--- src/rtl/multi_alarm_ctrl.sv ---
// Multi-slot BCD alarm controller: programmable slots, minute-boundary match, ring/snooze/timeout FSM.
// Optional build macro ALARM_ONESHOT_EN: a slot disarms itself when it triggers.
module multi_alarm_ctrl #(
  parameter int N_ALARMS         = 4,
  parameter int IDX_W            = (N_ALARMS > 1) ? $clog2(N_ALARMS) : 1,
  parameter int SNOOZE_MIN       = 5,
  parameter int RING_TIMEOUT_MIN = 10,
  parameter int MAX_SNOOZE       = 3
) (
  input  logic             clk,
  input  logic             rstn,
  input  logic             min_tick,
  input  logic [15:0]      now_time,
  input  logic             wr_en,
  input  logic [IDX_W-1:0] wr_idx,
  input  logic [15:0]      wr_time,
  input  logic             wr_arm,
  output logic             wr_err,
  input  logic             snooze_req,
  input  logic             stop_req,
  output logic             aud_en,
  output logic [IDX_W-1:0] ring_idx,
  output logic             snoozing,
  output logic             bud_state,
  output logic [1:0]       dbg_state
);

  typedef enum logic [1:0] {
    ST_IDLE   = 2'd0,
    ST_RING   = 2'd1,
    ST_SNOOZE = 2'd2
  } state_e;

  localparam logic [3:0] SNZ_LOAD = 4'(SNOOZE_MIN);
  localparam logic [3:0] TO_LAST  = 4'(RING_TIMEOUT_MIN - 1);
  localparam logic [3:0] SNZ_MAX  = 4'(MAX_SNOOZE);

  logic [15:0]         slot_time_q [N_ALARMS];
  logic [N_ALARMS-1:0] slot_arm_q;
  logic [N_ALARMS-1:0] slot_arm_d;

  state_e              state_q;
  logic                aud_en_q;
  logic                snoozing_q;
  logic [IDX_W-1:0]    ring_idx_q;
  logic                wr_err_q;
  logic                bud_state_q;
  logic [3:0]          timeout_q;
  logic [3:0]          snz_left_q;
  logic [3:0]          snz_used_q;

  logic                wr_accept;
  logic                hit;
  logic [IDX_W-1:0]    hit_idx;
  logic                trigger;
  logic                disarm_ring;

  // Write validation: slot in range, every digit decimal, hour <= 23, minute <= 59.
  always_comb begin
    logic [3:0] hd, ho, md, mo;
    logic       idx_ok, digits_ok, hour_ok;
    hd        = wr_time[15:12];
    ho        = wr_time[11:8];
    md        = wr_time[7:4];
    mo        = wr_time[3:0];
    idx_ok    = (32'(wr_idx) < 32'(N_ALARMS));
    digits_ok = (hd <= 4'd9) && (ho <= 4'd9) && (md <= 4'd5) && (mo <= 4'd9);
    hour_ok   = (hd < 4'd2) || ((hd == 4'd2) && (ho <= 4'd3));
    wr_accept = wr_en && idx_ok && digits_ok && hour_ok;
  end

  // Lowest-index armed slot wins: scan downwards so the last hit kept is the smallest index.
  always_comb begin
    hit     = 1'b0;
    hit_idx = '0;
    for (int i = N_ALARMS - 1; i >= 0; i--) begin
      if (slot_arm_q[i] && (slot_time_q[i] == now_time)) begin
        hit     = 1'b1;
        hit_idx = IDX_W'(i);
      end
    end
  end

  assign trigger     = (state_q == ST_IDLE) && min_tick && hit;
  assign disarm_ring = wr_accept && !wr_arm && (wr_idx == ring_idx_q) && (state_q != ST_IDLE);

  always_comb begin
    slot_arm_d = slot_arm_q;
`ifdef ALARM_ONESHOT_EN
    for (int i = 0; i < N_ALARMS; i++) begin
      if (trigger && (32'(hit_idx) == i)) slot_arm_d[i] = 1'b0;
    end
`else
`endif
    for (int i = 0; i < N_ALARMS; i++) begin
      if (wr_accept && (32'(wr_idx) == i)) slot_arm_d[i] = wr_arm;
    end
  end

  always_ff @(posedge clk or negedge rstn) begin
    if (!rstn) begin
      for (int i = 0; i < N_ALARMS; i++) slot_time_q[i] <= '0;
      slot_arm_q  <= '0;
      wr_err_q    <= 1'b0;
      bud_state_q <= 1'b0;
    end else begin
      for (int i = 0; i < N_ALARMS; i++) begin
        if (wr_accept && (32'(wr_idx) == i)) slot_time_q[i] <= wr_time;
      end
      slot_arm_q  <= slot_arm_d;
      wr_err_q    <= wr_en && !wr_accept;
      bud_state_q <= |slot_arm_d;
    end
  end

  // Requests outrank min_tick in the same cycle; stop (or disarming the ringing slot) outranks snooze.
  always_ff @(posedge clk or negedge rstn) begin
    if (!rstn) begin
      state_q    <= ST_IDLE;
      aud_en_q   <= 1'b0;
      snoozing_q <= 1'b0;
      ring_idx_q <= '0;
      timeout_q  <= '0;
      snz_left_q <= '0;
      snz_used_q <= '0;
    end else begin
      case (state_q)
        ST_IDLE: begin
          if (trigger) begin
            state_q    <= ST_RING;
            aud_en_q   <= 1'b1;
            ring_idx_q <= hit_idx;
            timeout_q  <= '0;
            snz_used_q <= '0;
          end
        end
        ST_RING: begin
          if (stop_req || disarm_ring) begin
            state_q  <= ST_IDLE;
            aud_en_q <= 1'b0;
          end else if (snooze_req && (snz_used_q < SNZ_MAX)) begin
            state_q    <= ST_SNOOZE;
            aud_en_q   <= 1'b0;
            snoozing_q <= 1'b1;
            snz_left_q <= SNZ_LOAD;
            snz_used_q <= snz_used_q + 4'd1;
          end else if (min_tick) begin
            if (timeout_q >= TO_LAST) begin
              state_q  <= ST_IDLE;
              aud_en_q <= 1'b0;
            end else begin
              timeout_q <= timeout_q + 4'd1;
            end
          end
        end
        ST_SNOOZE: begin
          if (stop_req || disarm_ring) begin
            state_q    <= ST_IDLE;
            snoozing_q <= 1'b0;
          end else if (min_tick) begin
            if (snz_left_q <= 4'd1) begin
              state_q    <= ST_RING;
              aud_en_q   <= 1'b1;
              snoozing_q <= 1'b0;
              timeout_q  <= '0;
              snz_left_q <= '0;
            end else begin
              snz_left_q <= snz_left_q - 4'd1;
            end
          end
        end
        default: begin
          state_q    <= ST_IDLE;
          aud_en_q   <= 1'b0;
          snoozing_q <= 1'b0;
        end
      endcase
    end
  end

  assign aud_en    = aud_en_q;
  assign snoozing  = snoozing_q;
  assign ring_idx  = ring_idx_q;
  assign wr_err    = wr_err_q;
  assign bud_state = bud_state_q;
  assign dbg_state = state_q;

endmodule

--- config.mk ---
export PLATFORM = sky130hd
export DESIGN_NAME = multi_alarm_ctrl
export DESIGN_NICKNAME = d
export VERILOG_FILES = /design/src/rtl/multi_alarm_ctrl.sv
export SDC_FILE = /design/constraint.sdc
export NUM_CORES = 1
export LEC_CHECK = 0
export ABC_AREA = 1
export ABC_CLOCK_PERIOD_IN_PS = 4300
export BUFFER_PORTS_ARGS = -buffer_cell sky130_fd_sc_hd__buf_4
export CORE_MARGIN = 10
export CORE_UTILIZATION = 65
export CTS_CLUSTER_SIZE = 20
export DETAILED_ROUTE_END_ITERATION = 10
export PLACE_DENSITY_LB_ADDON = 0.12
export SYNTH_ARGS = -nofsm -noshare
export SYNTH_HDL_FRONTEND = slang
export SYNTH_SLANG_ARGS = --single-unit
--- constraint.sdc ---
create_clock -name clk -period 4.3 [get_ports clk]
set_input_delay 0 -clock clk [delete_from_list [all_inputs] [get_ports clk]]
set_output_delay 0 -clock clk [all_outputs]
set_load 0.02 [all_outputs]
==> flow_summary_export.csv <==
group,metric,value,unit
outcome,status,"completed",
yosys,synth_seq_area_share,41.6,%
cells_and_area,layout-drive-gt1-share,12.8,%
yosys,synth-seq-cells,88,
yosys,yosys_most_used_dff,"dfrtp_1",
yosys,synth-async-reset-ratio,100,%
clocking,root_buffer,"clkbuf_8",
timing,fin_crit_sh,61.3,%
floorplanning,num_io_pins,49,
routing,ant_nets,0,
worst_setup_path,worstSetupStartpointType,"input pin",
min_path,hold_path_class,"input pin to flop",
global_route,antenna_found_initial,0,
worst_setup_path,slowest_stage,"nor3_2",
clocking,path_clk_slew,0.11,ns
clocking,cts_sinks,88,
worst_setup_path,cp_num_buf_inv,3,
cells_and_area,final_nets,860,
worst_setup_path,r2r_slack,2.06,ns
routing,post_drt_wl_per_cell,16.6,µm
timing,worst_slack,1.66,ns
global_route,gr-max-usage-layer,"met2",
clocking,cts-buffers-inserted,9,
worst_setup_path,cpMostUsedCell,"nand2_1",
yosys,synth.avg_cell_area,6.99,µm²
worst_setup_path,crit_chain,"dlygate4sd3_1 > buf_4 > o21ai_1 > nand2_1 > nor2_1 > nand2_1 > nor3_2 > inv_2 > nand2_1 > o21ai_1 > nor2_1 > nand2_1",
clocking,cts_tree,"done",
worst_setup_path,rr_worst_depth,11,
timing,rsz0062_at_grt,"no",
routing,via_per_inst,5.61,
timing,drv_slew,0,
timing,fmax,379,MHz
yosys,ys_warn_count,0,
worst_setup_path,critPathCaptureType,"flop",
floorplanning,die_h,110,µm
worst_setup_path,cp_max_fo,19,
floorplanning,num_rows,32,
timing,finClkSkew,0.0190,ns
routing,drc,0,
yosys,syn_area,5290,µm²
yosys,synthTopCellsByArea,"dfrtp_1, nand2_1, inv_1, o21ai_0, nor2_1",
timing,worst_pin_slew,1.18,ns
worst_setup_path,worstPathRequired,4.56,ns
floorplanning,die_x,110,µm
yosys,yosysTopAreaCell,"dfrtp_1",
flow_run,drv_cap,0,
floorplanning,core-area,7810,µm²
min_path,hold_path_depth,3,
clocking,cts_resized,0,
place,place_inst,890,
clocking,insertion_delay,0.38,ns
yosys,syn_nets,804,
min_path,hold_start,"wr_time[10]",
timing,hold_slack,0.0106,ns
power,finalPower,2.29,mW
cells_and_area,antennaDiodeCount,0,
timing,slew_headroom,20.7,%
place,placed_cell_area,5690,µm²
worst_setup_path,crit_family,"simple AND/OR/NAND/NOR gates",
routing,routed_wl,15300,µm
power,p_per_area,376,nW/µm²
timing,final_hold_viol_count,0,
yosys,syn_inst,757,
yosys,synth_cell_types,42,
worst_setup_path,crit_type,"input pin to flop",
global_route,grt_pass1_vias,4986,
global_route,gr-total-overflow,0,
cells_and_area,final_cells,920,
worst_setup_path,worstSetupStartpoint,"wr_time[1]",
cells_and_area,fin_util,77.8,%
global_route,use_met1,36.2,%
timing,setup_viol,0,
global_route,grt_max_degree,57,
worst_setup_path,cp.arrival,2.89,ns
timing,tns,0,ns
yosys,synth_top_area_share,41.6,%
clocking,htree_levels,3,
yosys,synth_edf_count,0,
routing,drt_pass1_iterations,5,
floorplanning,die_area,12100,µm²
global_route,grt_use_total,26.3,%
place,port_buffers,48,
cells_and_area,nFillCells,599,
place,place_congestion,0.958,
global_route,grtUsageMet3,4.88,%
cells_and_area,postLayoutCellArea,6080,µm²
power,cellLeakagePower,3.14,nW
place,dpl.hpwl,11700,µm
floorplanning,initial_utilization,67.7,%
clocking,cts_setup_buffers,0,
min_path,holdPathEnd,"slot_time_q[42]$_DFFE_PN0P_",
routing,initialDrtViolationCount,529,
worst_setup_path,reg2reg_to,"timeout_q[0]$_DFFE_PN0P_",
worst_setup_path,rr_startpoint,"timeout_q[0]$_DFFE_PN0P_",
timing,fin_crit,2.64,ns
worst_setup_path,worst_path_largest_cell_delay,0.91,ns
global_route,grt_pass1_wl,25000,µm
routing,vias,5158,
global_route,use_met2,40.5,%
power,peakVddDrop,0.272,mV
place,pre_cts_ws,2.00,ns
clocking,cts_buffer_depth,2,
cells_and_area,area_growth_syn_to_layout,14.9,%
-- logic make-up (layout without fill, tap and decap cells) --
group                      after synthesis  after routing  share of synthesized area, %
AOI/OAI and AO/OA                      109            109                          11.3
xor gates and xnor gates                18             18                          2.98
adders and majority gates                6              6                          1.42
buffers and inverters                  145            206                          10.8
DFF                                     88             88                          41.6
and+or+nand+nor                        391            391                          31.8
-- how the worst max path moves through the flow --
stage          depth (start not counted)                       end
5_1_grt                               11       bud_state$_DFF_PN0_
3_5_place_dp                          10       bud_state$_DFF_PN0_
2_1_floorplan                         13  timeout_q[0]$_DFFE_PN0P_
6_report                              12       bud_state$_DFF_PN0_
4_1_cts                               12       bud_state$_DFF_PN0_
3_3_place_gp                          10       bud_state$_DFF_PN0_
-- state kept, by name, indices dropped and copies added, names as in the netlist, 2 cells and up --
register / cells
timeout_q: 4
snz_left_q: 4
slot_time_q: 64
slot_arm_q: 4
ring_idx: 2
snz_used_q: 4
dbg_state: 2
-- synthesized netlist by cell type, types with 6 or more instances --
library cell    n
nor2_1         76
nor3_1          6
nand3_2         6
o21ai_1        17
a21oi_1         8
xnor2_1        16
nand2_1       234
nand3_1        23
dfrtp_1        88
clkbuf_1        8
buf_2           7
nand4_1        20
inv_2          19
inv_1         107
o21ai_0        68
ha_1            6
-- routing by layer --
layer  wire length (µm)  vias up  part of all wire (%)
met2               6970      261                    46
met5                  0        -                     0
met3               1300       36                   8.5
met1               6650     2387                    43
met4                394        0                   2.6
li1                   -     2474                     -
-- layout make-up --
cell class              count  area, µm²  share of cell area [%]
clock inverters             7        124                    2.04
repair buffers             63        508                    8.36
inverters                 127        477                    7.84
well taps                 102        128                    2.10
clock buffers               9        124                    2.04
multi-input cells         524       2510                    41.4
flip-flops and latches     88       2200                    36.2
-- cell usage in the layout (no fill, tap or decap), types with 3 or more instances in the layout --
cell,count
nand3_1,23
nor2_2,4
inv_1,107
nor3_1,6
bufinv_16,3
nor2_1,76
o21ai_0,68
inv_2,19
nand3b_1,5
buf_4,49
dfrtp_1,88
nand3_2,6
clkbuf_8,9
inv_6,3
ha_1,6
dlygate4sd3_1,14
nor4_1,4
nand4_1,20
nand2_2,3
a21oi_1,8
nand2_1,234
o211ai_1,4
xnor2_1,16
o21ai_1,17
-- report_power, final --
| part | total, mW | switching [mW] | internal [mW] |
|---|---|---|---|
| clock | 0.715 | 0.323 | 0.392 |
| sequential | 0.962 | 0.0612 | 0.901 |
| combinational | 0.608 | 0.394 | 0.214 |
-- worst min-delay path, stage by stage --
cell,delay [ns]
buf_4,0.10
inv_1,0.09
o21ai_0,0.16
-- repair_timing --
item / CTS / global route
setup endpoints to repair: 0 / 0
hold endpoints to repair: 66 / 0
hold buffers: 14 / 0
(Power assumes the default switching activity.)
